### src/rtl/dmem_ctrl_pkg.sv
// Shared encodings and helpers for the dmem_ctrl data-memory sequencer.
// Holds access-size codes, FSM states, lane merging and the legality check.
package dmem_ctrl_pkg;

    localparam logic [1:0] SZ_B = 2'b00;
    localparam logic [1:0] SZ_H = 2'b01;
    localparam logic [1:0] SZ_W = 2'b10;

    localparam logic [1:0] ST_IDLE   = 2'd0;
    localparam logic [1:0] ST_ACCESS = 2'd1;
    localparam logic [1:0] ST_RMW_WR = 2'd2;
    localparam logic [1:0] ST_ERR    = 2'd3;

    typedef enum logic [1:0] {
        IDLE   = ST_IDLE,
        ACCESS = ST_ACCESS,
        RMW_WR = ST_RMW_WR,
        ERR    = ST_ERR
    } state_e;

    // Splices right-aligned store data into the lanes selected by size and lane.
    function automatic logic [31:0] merge_lane(
        input logic [31:0] old_word,
        input logic [31:0] wdata,
        input logic [1:0]  size,
        input logic [1:0]  lane
    );
        logic [31:0] w;
        w = old_word;
        case (size)
            SZ_B:    w[{lane, 3'b000} +: 8]        = wdata[7:0];
            SZ_H:    w[{lane[1], 4'b0000} +: 16]   = wdata[15:0];
            default: w                             = wdata;
        endcase
        return w;
    endfunction

    function automatic logic is_legal(
        input logic [1:0]  size,
        input logic [31:0] addr,
        input int unsigned depth
    );
        logic aligned;
        case (size)
            SZ_B:    aligned = 1'b1;
            SZ_H:    aligned = ~addr[0];
            SZ_W:    aligned = (addr[1:0] == 2'b00);
            default: aligned = 1'b0;
        endcase
        return aligned && ({2'b00, addr[31:2]} < depth);
    endfunction

endpackage

### src/rtl/dmem_ctrl_rr_arb.sv
// Two-input round-robin arbiter; index 0 is port C, index 1 is port D.
// After each grant, priority passes to the port that did not win.
module dmem_ctrl_rr_arb #(
    parameter int C_FIRST = 1
) (
    input  logic       clk,
    input  logic       reset,
    input  logic [1:0] req,
    input  logic       advance,
    output logic [1:0] gnt
);

    // ptr_q names the port that wins the next contended cycle
    logic ptr_q;
    logic ptr_d;

    always_comb begin
        gnt = req;
        if (req == 2'b11) begin
            gnt = ptr_q ? 2'b10 : 2'b01;
        end
    end

    always_comb begin
        ptr_d = ptr_q;
        if (advance) begin
            ptr_d = gnt[0];
        end
    end

    always_ff @(posedge clk or posedge reset) begin
        if (reset) begin
            ptr_q <= (C_FIRST == 0);
        end else begin
            ptr_q <= ptr_d;
        end
    end

endmodule

### src/rtl/dmem_ctrl.sv
// Shares a single-ported word memory between a core port (C) and a loader port (D),
// turning sub-word stores into read-modify-write sequences and rejecting bad accesses.
module dmem_ctrl
    import dmem_ctrl_pkg::*;
#(
    parameter int unsigned DEPTH   = 64,
    parameter int          C_FIRST = 1
) (
    input  logic        clk,
    input  logic        reset,
    input  logic        c_req,
    input  logic        c_we,
    input  logic [1:0]  c_size,
    input  logic [31:0] c_addr,
    input  logic [31:0] c_wdata,
    output logic        c_gnt,
    output logic        c_done,
    output logic        c_err,
    output logic [31:0] c_rdata,
    input  logic        d_req,
    input  logic        d_we,
    input  logic [1:0]  d_size,
    input  logic [31:0] d_addr,
    input  logic [31:0] d_wdata,
    output logic        d_gnt,
    output logic        d_done,
    output logic        d_err,
    output logic [31:0] d_rdata,
    output logic        mem_we,
    output logic [31:0] mem_a,
    output logic [31:0] mem_wd,
    input  logic [31:0] mem_rd
);

    state_e      state_q, state_d;
    logic        owner_q, owner_d;
    logic        we_q, we_d;
    logic [1:0]  size_q, size_d;
    logic [31:0] addr_q, addr_d;
    logic [31:0] wdata_q, wdata_d;
    logic [31:0] wbuf_q, wbuf_d;
    logic        c_done_q, c_done_d, d_done_q, d_done_d;
    logic        c_err_q, c_err_d, d_err_q, d_err_d;
    logic [31:0] c_rdata_q, c_rdata_d, d_rdata_q, d_rdata_d;

    logic [1:0]  arb_req, arb_gnt;
    logic        sel_we;
    logic [1:0]  sel_size;
    logic [31:0] sel_addr, sel_wdata;

    // Requests are only considered while idle, and never while reset is held.
    assign arb_req = ((state_q == IDLE) && !reset) ? {d_req, c_req} : 2'b00;

    dmem_ctrl_rr_arb #(.C_FIRST(C_FIRST)) u_arb (
        .clk     (clk),
        .reset   (reset),
        .req     (arb_req),
        .advance (|arb_req),
        .gnt     (arb_gnt)
    );

    assign c_gnt = arb_gnt[0];
    assign d_gnt = arb_gnt[1];

    always_comb begin
        if (arb_gnt[1]) begin
            sel_we    = d_we;
            sel_size  = d_size;
            sel_addr  = d_addr;
            sel_wdata = d_wdata;
        end else begin
            sel_we    = c_we;
            sel_size  = c_size;
            sel_addr  = c_addr;
            sel_wdata = c_wdata;
        end
    end

    assign mem_a   = {addr_q[31:2], 2'b00};
    assign c_done  = c_done_q;
    assign d_done  = d_done_q;
    assign c_err   = c_err_q;
    assign d_err   = d_err_q;
    assign c_rdata = c_rdata_q;
    assign d_rdata = d_rdata_q;

    always_comb begin
        state_d   = state_q;
        owner_d   = owner_q;
        we_d      = we_q;
        size_d    = size_q;
        addr_d    = addr_q;
        wdata_d   = wdata_q;
        wbuf_d    = wbuf_q;
        c_rdata_d = c_rdata_q;
        d_rdata_d = d_rdata_q;
        c_done_d  = 1'b0;
        d_done_d  = 1'b0;
        c_err_d   = 1'b0;
        d_err_d   = 1'b0;
        mem_we    = 1'b0;
        mem_wd    = 32'h0;
        case (state_q)
            IDLE: begin
                if (|arb_gnt) begin
                    owner_d = arb_gnt[1];
                    we_d    = sel_we;
                    size_d  = sel_size;
                    addr_d  = sel_addr;
                    wdata_d = sel_wdata;
                    state_d = is_legal(sel_size, sel_addr, DEPTH) ? ACCESS : ERR;
                end
            end
            ACCESS: begin
                if (!we_q) begin
                    if (owner_q) d_rdata_d = mem_rd;
                    else         c_rdata_d = mem_rd;
                    c_done_d = ~owner_q;
                    d_done_d = owner_q;
                    state_d  = IDLE;
                end else if (size_q == SZ_W) begin
                    mem_we   = 1'b1;
                    mem_wd   = wdata_q;
                    c_done_d = ~owner_q;
                    d_done_d = owner_q;
                    state_d  = IDLE;
                end else begin
                    // Read phase of a sub-word store: merge now, write next cycle
                    wbuf_d  = merge_lane(mem_rd, wdata_q, size_q, addr_q[1:0]);
                    state_d = RMW_WR;
                end
            end
            RMW_WR: begin
                mem_we   = 1'b1;
                mem_wd   = wbuf_q;
                c_done_d = ~owner_q;
                d_done_d = owner_q;
                state_d  = IDLE;
            end
            ERR: begin
                c_done_d = ~owner_q;
                d_done_d = owner_q;
                c_err_d  = ~owner_q;
                d_err_d  = owner_q;
                state_d  = IDLE;
            end
            default: state_d = IDLE;
        endcase
    end

    always_ff @(posedge clk or posedge reset) begin
        if (reset) begin
            state_q   <= IDLE;
            owner_q   <= 1'b0;
            we_q      <= 1'b0;
            size_q    <= 2'b00;
            addr_q    <= 32'h0;
            wdata_q   <= 32'h0;
            wbuf_q    <= 32'h0;
            c_done_q  <= 1'b0;
            d_done_q  <= 1'b0;
            c_err_q   <= 1'b0;
            d_err_q   <= 1'b0;
            c_rdata_q <= 32'h0;
            d_rdata_q <= 32'h0;
        end else begin
            state_q   <= state_d;
            owner_q   <= owner_d;
            we_q      <= we_d;
            size_q    <= size_d;
            addr_q    <= addr_d;
            wdata_q   <= wdata_d;
            wbuf_q    <= wbuf_d;
            c_done_q  <= c_done_d;
            d_done_q  <= d_done_d;
            c_err_q   <= c_err_d;
            d_err_q   <= d_err_d;
            c_rdata_q <= c_rdata_d;
            d_rdata_q <= d_rdata_d;
        end
    end

endmodule

### config.mk
export PLATFORM = sky130hd
export DESIGN_NAME = dmem_ctrl
export DESIGN_NICKNAME = d
export VERILOG_FILES = /design/src/rtl/dmem_ctrl_pkg.sv /design/src/rtl/dmem_ctrl_rr_arb.sv /design/src/rtl/dmem_ctrl.sv
export SDC_FILE = /design/constraint.sdc
export NUM_CORES = 1
export LEC_CHECK = 0
export ABC_AREA = 1
export CAP_MARGIN = 10
export CORE_MARGIN = 8
export CORE_UTILIZATION = 26
export CTS_BUF_LIST = sky130_fd_sc_hd__clkbuf_16
export DETAILED_ROUTE_END_ITERATION = 10
export MAX_ROUTING_LAYER = met4
export PLACE_DENSITY = 0.62
export SLEW_MARGIN = 25
export SYNTH_ARGS = -nofsm -noshare
export SYNTH_HDL_FRONTEND = slang
export SYNTH_SLANG_ARGS = --single-unit
### constraint.sdc
create_clock -name clk -period 7.2 [get_ports clk]
set_clock_uncertainty 0.05 [all_clocks]
set_input_delay 2.16 -clock clk [delete_from_list [all_inputs] [get_ports clk]]
set_output_delay 2.16 -clock clk [all_outputs]
set_load 0.01 [all_outputs]
==> results by group, run 1 <==
Timing
  – Max Clk Rate: 160.9 MHz
  – Worst slew pin tran: 1.055 ns
  – Setup-failing EPs final: 0
  – RSZ-0062 raised after global routing: no
  – Setup TNS: 0 ns
  – Slew HR: 29.65%
  – Hold Fails Final Rpt: 0
  – Slew Limit Fails: 0
  – Crit share post-route: 86.32%
  – Tmin final: 6.215 ns

Setup path
  – Worst reg-to-reg setup slack: 4.04 ns
  – CP required: 4.99 ns
  – Worst R2R End: wbuf_q[10]$_DFFE_PP0P_
  – Crit path max fanout: 19
  – Crit path kind: primary input to primary output
  – Startpoint types: primary input
  – Crit. End Element: primary output
  – FF-to-FF path depth: 7
  – Worst EP arrival: 4.00 ns
  – Reg-to-Reg Start: size_q[1]$_DFFE_PP0P_

Clocking
  – CTS tree: done
  – Max H-tree Level: 4
  – CTS Hold Bufs: 0
  – Number of buffers created by CTS: 17
  – Clock tree buffer depth: 2
  – Setup Fix Bufs, Post-CTS: 0
  – Root Driver: clkbuf_16
  – Reg clk slew, reported paths: 0.07 ns
  – Post-cts sizing count: 0
  – Worst-Skew Late Latency: 0.44 ns
  – Sink Count: 171

Die
  – Die width: 203.0 um
  – Die area: 0.04123 mm2
  – Die H: 203.0 um
  – Row count: 68
  – Starting Density: 26.33%
  – Core footprint: 0.03454 mm2
  – I/O pins: 305

Pwr
  – P_leak: 5.758 nW
  – VDD IR-drop max: 0.1867 mV
  – PwrDens: 424.6 mW/mm2

Logic synthesis
  – Cell taking the most area after synthesis: dfrtp_1
  – Post-synth top flop: dfrtp_1
  – Synth top area share: 47.04%
  – Synth Area per Inst: 7.821 um2
  – Post-synth EDFFs: 0
  – Top-count cell post-synth: nand2_1
  – Seq/Total Area, Yosys: 47.04%
  – Synth warn: 0
  – Synth top cells by count: nand2_1 (281), dfrtp_1 (171), a21oi_1 (119)
  – Synth Instances: 1163
  – Post-synth cell types: 32
  – Post-Syn Area: 0.009096 mm2
  – Ys async rst share: 100.0%
  – Yosys reg bits: 171
  – Top cells by area, synth: dfrtp_1 (47%), nand2_1 (12%), a21oi_1 (6.5%)

Global routing
  – Initial antenna violation count: 4
  – Largest net degree at the start of global routing: 88
  – Total Routing Usage GR: 17.66%
  – Gr ovfl total: 0
  – First-pass GRT wire length: 54490 um
  – Vias in the first global route: 9035

Job
  – Max Cap Viol: 0

Layout
  – FILL cells: 3626
  – NumNets Final: 1569
  – Post-Route Utilization: 36.99%
  – P&R area growth vs syn: 40.47%
  – Reg area: 0.004279 mm2
  – Share of cells above drive strength 1: 4.208%
  – Multi-input gate area: 0.003767 mm2

Routing
  – WL final: 36050 um
  – DRC viols: 0
  – Antenna viol nets, final: 0
  – Total number of vias: 8959
  – 1st-iter DRT viols: 626
  – DR pass1 iterations: 5
  – Vias per Instance: 4.814
  – WL/cell: 19.37 um

Status
  – Outcome: complete, no violations

Worst hold path
  – Hold wc startpoint: c_rdata[15]$_DFFE_PP0P_
  – WHS Path Cells: 2
  – Hold Crit Class: register to register
  – Worst Hold End: c_rdata[15]$_DFFE_PP0P_

Placement
  – IO Port Bufs: 302
  – DP HPWL: 27220 um
  – RD Place Congestion: 0.9159
[cells by family (layout without fill, tap and decap cells)]
family / after synthesis / in the layout / synth area share [%]
AND/OR/NAND/NOR: 420 / 420 / 19.22
buffers and inverters: 230 / 468 / 11.72
flip-flops: 171 / 171 / 47.04
AO/OA/AOI/OAI: 331 / 331 / 20.61
other: 1 / 6 / 0.04123
adder cells (fa/ha/maj): 10 / 10 / 1.376
[worst max path at each step]
stage	to	cells past startpoint	from	slack [ns]
floorplan	addr_q[0]$_DFFE_PP0P_	1	reset	0.36
global placement	c_gnt	5	reset	0.98
detailed placement	c_gnt	5	reset	1.0
CTS	c_gnt	5	reset	0.98
global route	c_gnt	5	reset	0.92
finish	c_gnt	5	reset	0.99
[layout make-up]
type | count | share of cell area [%]
Inverter | 123 | 3.653
Clock inverter | 15 | 1.107
Multi-Input combinational cell | 763 | 29.48
Clock buffer | 17 | 3.329
Antenna cell | 4 | 0.07834
Timing Repair Buffer | 313 | 24.40
Sequential cell | 171 | 33.49
Tap cell | 455 | 4.456
[metrics by stage]
| step | cell area (um2) | hold slack, ns | worst slack (ns) | std cells | power, W |
|---|---|---|---|---|---|
| finish | 12780 | 0.4353 | 0.9851 | 1861 | 0.005425 |
| global route | 12780 | 0.4540 | 0.9231 | 1861 | 0.005845 |
| CTS | 12770 | 0.4394 | 0.9813 | 1857 | 0.005482 |
| detailed placement | 12200 | 0.4215 | 0.9971 | 1825 | 0.004550 |
| global placement | 12200 | 0.4158 | 0.9789 | 1825 | 0.004508 |
| floorplan | 9100 | 0.4029 | 0.3582 | 1164 | 0.003285 |
[cell usage in the layout (no fill, tap or decap), types with 22 or more instances in the layout]
| cell type | n |
|---|---|
| nor2_1 | 77 |
| nand4_1 | 41 |
| a22oi_1 | 22 |
| o22ai_1 | 26 |
| clkdlybuf4s50_1 | 302 |
| o21ai_0 | 116 |
| nand2_1 | 281 |
| dfrtp_1 | 171 |
| a221oi_1 | 25 |
| inv_1 | 118 |
| a21oi_1 | 119 |
[per-layer routing]
metal	vias up	GRT usage (%)	part of all wire (%)
met5	-	-	0
met1	4259	23.32	47
met3	34	4.367	6.9
met2	364	26.19	45
met4	0	5.879	1.9
li1	4302	-	-
[report_power, final]
part	total, W	switching (W)	internal [W]
Sequential	0.00186	0.000426	0.00144
Combinational	0.00266	0.00149	0.00117
Clock	0.000907	0.000423	0.000484
[worst max-delay path, cell delays in order]
cell	delay, ns
clkdlybuf4s50_1	0.57
nor2_8	0.33
nand2_1	0.14
a21oi_4	0.20
clkdlybuf4s50_1	0.59
[flip-flops by register name, summed over array words and instances, names as in the netlist]
signal       cells
d_err            1
c_rdata         32
state_q          2
size_q           2
c_done           1
wdata_q         32
u_arb.ptr_q      1
owner_q          1
d_rdata         32
wbuf_q          32
d_done           1
we_q             1
addr_q          32
c_err            1
(Power assumes the default switching activity.)
==> run 2, diff against run 1 <==
Settings changed: CORE_MARGIN 8 to 2.
==> run 2 against run 1 <==
  * Clock power decreased by 6.3%
  * First-iteration DRC count shrank 19%
  * Total power down 1.3%
  * Worst hold slack got worse by 0.0021 ns
  * Register-to-register slack worse by 0.07 ns
  * Critical endpoint unchanged
  * Highest routed layer unchanged
==> results by group, run 2 (synthesis results as in run 1) <==
Status
  – Outcome: complete, no violations

Routing
  – DRC viols: 0 (unchanged)
  – Vias per Instance: 4.815 (about the same)
  – Total number of vias: 8956 (-0.033%)
  – WL final: 33880 um (-6.0%)
  – WL/cell: 18.22 um (-6.0%)
  – DR pass1 iterations: 5 (unchanged)
  – Antenna viol nets, final: 0 (unchanged)
  – 1st-iter DRT viols: 507 (-19%)

Layout
  – Post-Route Utilization: 36.95% (about the same)
  – Reg area: 0.004279 mm2 (unchanged)
  – NumNets Final: 1570 (+0.064%)
  – Share of cells above drive strength 1: 4.277% (+0.068 points)
  – Multi-input gate area: 0.003772 mm2 (+0.13%)
  – Most common cell after layout, fill and taps aside: clkdlybuf4s50_1
  – FILL cells: 3644 (+0.50%)
  – P&R area growth vs syn: 39.99%
  – Most frequent cells in the layout: clkdlybuf4s50_1 (302), nand2_1 (281), dfrtp_1 (171)

Clocking
  – Clock tree buffer depth: 2 (unchanged)
  – CTS tree: done
  – Sink Count: 171 (unchanged)
  – Post-cts sizing count: 0 (unchanged)
  – CTS Hold Bufs: 0 (unchanged)
  – Setup Fix Bufs, Post-CTS: 0 (unchanged)
  – Reg clk slew, reported paths: 0.06 ns (about the same)
  – Root Driver: clkbuf_16
  – Max H-tree Level: 4 (unchanged)
  – Number of buffers created by CTS: 17 (unchanged)
  – Worst-Skew Late Latency: 0.44 ns (about the same)

Global routing
  – Largest net degree at the start of global routing: 93 (+5.7%)
  – Initial antenna violation count: 2 (-2)
  – Total Routing Usage GR: 19.13% (+1.5 points)
  – First-pass GRT wire length: 51040 um (-6.3%)
  – Vias in the first global route: 8784 (-2.8%)
  – Gr ovfl total: 0 (unchanged)

Setup path
  – CP required: 4.99 ns (about the same)
  – Cell Chain, Critical Path: clkdlybuf4s50_1 -> nor2_8 -> nand2_1 -> a21oi_4 -> clkdlybuf4s50_1
  – Crit path kind: primary input to primary output
  – Crit path launch: reset
  – CP peak stage delay: 0.59 ns (about the same)
  – Most used cell, CP: clkdlybuf4s50_1
  – Reg-to-Reg Start: size_q[1]$_DFFE_PP0P_
  – Crit. End Element: primary output
  – Crit path max fanout: 19 (unchanged)
  – Worst EP arrival: 4.03 ns (+0.03 ns)
  – Worst reg-to-reg setup slack: 3.97 ns (-0.07 ns)
  – Slowest cell on crit path: clkdlybuf4s50_1
  – Startpoint types: primary input

Pwr
  – PwrDens: 420.5 mW/mm2 (-0.97%)
  – P_leak: 5.734 nW (-0.42%)
  – VDD IR-drop max: 0.2233 mV (+20%)

Placement
  – IO Port Bufs: 302 (unchanged)
  – RD Place Congestion: 0.9115 (-0.48%)
  – DP HPWL: 25280 um (-7.1%)

Die
  – I/O pins: 305 (unchanged)
  – Core footprint: 0.03446 mm2 (-0.25%)
  – Die width: 191.0 um (-5.9%)
  – Starting Density: 26.40% (+0.065 points)
  – Die H: 191.0 um (-5.9%)
  – Row count: 68 (unchanged)
  – Die area: 0.03650 mm2 (-11%)

Timing
  – Hold slack: 0.4332 ns (-0.002086 ns)
  – Crit share post-route: 86.65% (+0.33 points)
  – Hold Fails Final Rpt: 0 (unchanged)
  – Tmin final: 6.239 ns (+0.02401 ns)
  – Setup-failing EPs final: 0 (unchanged)
  – Worst slew pin tran: 1.072 ns (+0.01634 ns)
  – Slew Limit Fails: 0 (unchanged)
  – Max Clk Rate: 160.3 MHz (-0.39%)
  – Slew HR: 28.56% (-1.1 points)
  – RSZ-0062 raised after global routing: no
  – Setup TNS: 0 ns (unchanged)

Worst hold path
  – Hold Crit Class: register to register
  – Hold wc startpoint: c_rdata[10]$_DFFE_PP0P_

Job
  – Max Cap Viol: 0 (unchanged)
==> run 2: layout make-up <==
cell class,instances,share of cell area (%)
tap,455,4.471
antenna,2,0.03930
clock buffer,17,3.341
inverter,123,3.665
clock inverter,15,0.8057
multi-input combinational,763,29.63
timing repair buffer,314,24.45
sequential,171,33.61
==> run 2: stage by stage <==
| stage | total power [W] | setup WS [ns] | instance area [um2] | std cells |
|---|---|---|---|---|
| 2_1_floorplan | 0.003285 | 0.3582 | 9100 | 1164 |
| 3_5_place_dp | 0.004524 | 0.9631 | 12200 | 1826 |
| 4_1_cts | 0.005405 | 0.9495 | 12720 | 1858 |
| 6_report | 0.005355 | 0.9610 | 12730 | 1860 |
| 3_3_place_gp | 0.004480 | 0.9668 | 12190 | 1826 |
| 5_1_grt | 0.005767 | 0.8905 | 12730 | 1860 |
==> run 2: power breakdown <==
part	internal, W	switching, W	total (W)
logic	0.00117	0.00147	0.00264
registers	0.00144	0.000429	0.00187
clock network	0.000440	0.000410	0.000850
total	0.00305	0.00231	0.00535
==> run 2: routing by layer <==
metal,part of all wire (%),vias to the layer above,routed length [um],GRT usage [%]
li1,-,4310,-,-
met4,3.4,0,1157,8.348
met2,44,371,14750,28.12
met3,6.7,54,2264,3.855
met1,46,4221,15710,25.43
met5,0,-,0,-
==> run 2: worst paths after layout <==
check,endpoint,depth (start not counted)
min reg2reg,c_rdata[10]$_DFFE_PP0P_,2
max reg2reg,wbuf_q[10]$_DFFE_PP0P_,7
max in group asynchronous,wbuf_q[10]$_DFFE_PP0P_,3
min in group asynchronous,addr_q[20]$_DFFE_PP0P_,2
min,c_rdata[10]$_DFFE_PP0P_,2
max,c_gnt,5
==> run 2: worst max-delay path, delay by kind of cell <==
kind	cells	cell delay, ns
AOI/OAI and AO/OA	1	0.20
buffers and inverters	2	1.18
and+or+nand+nor	2	0.48
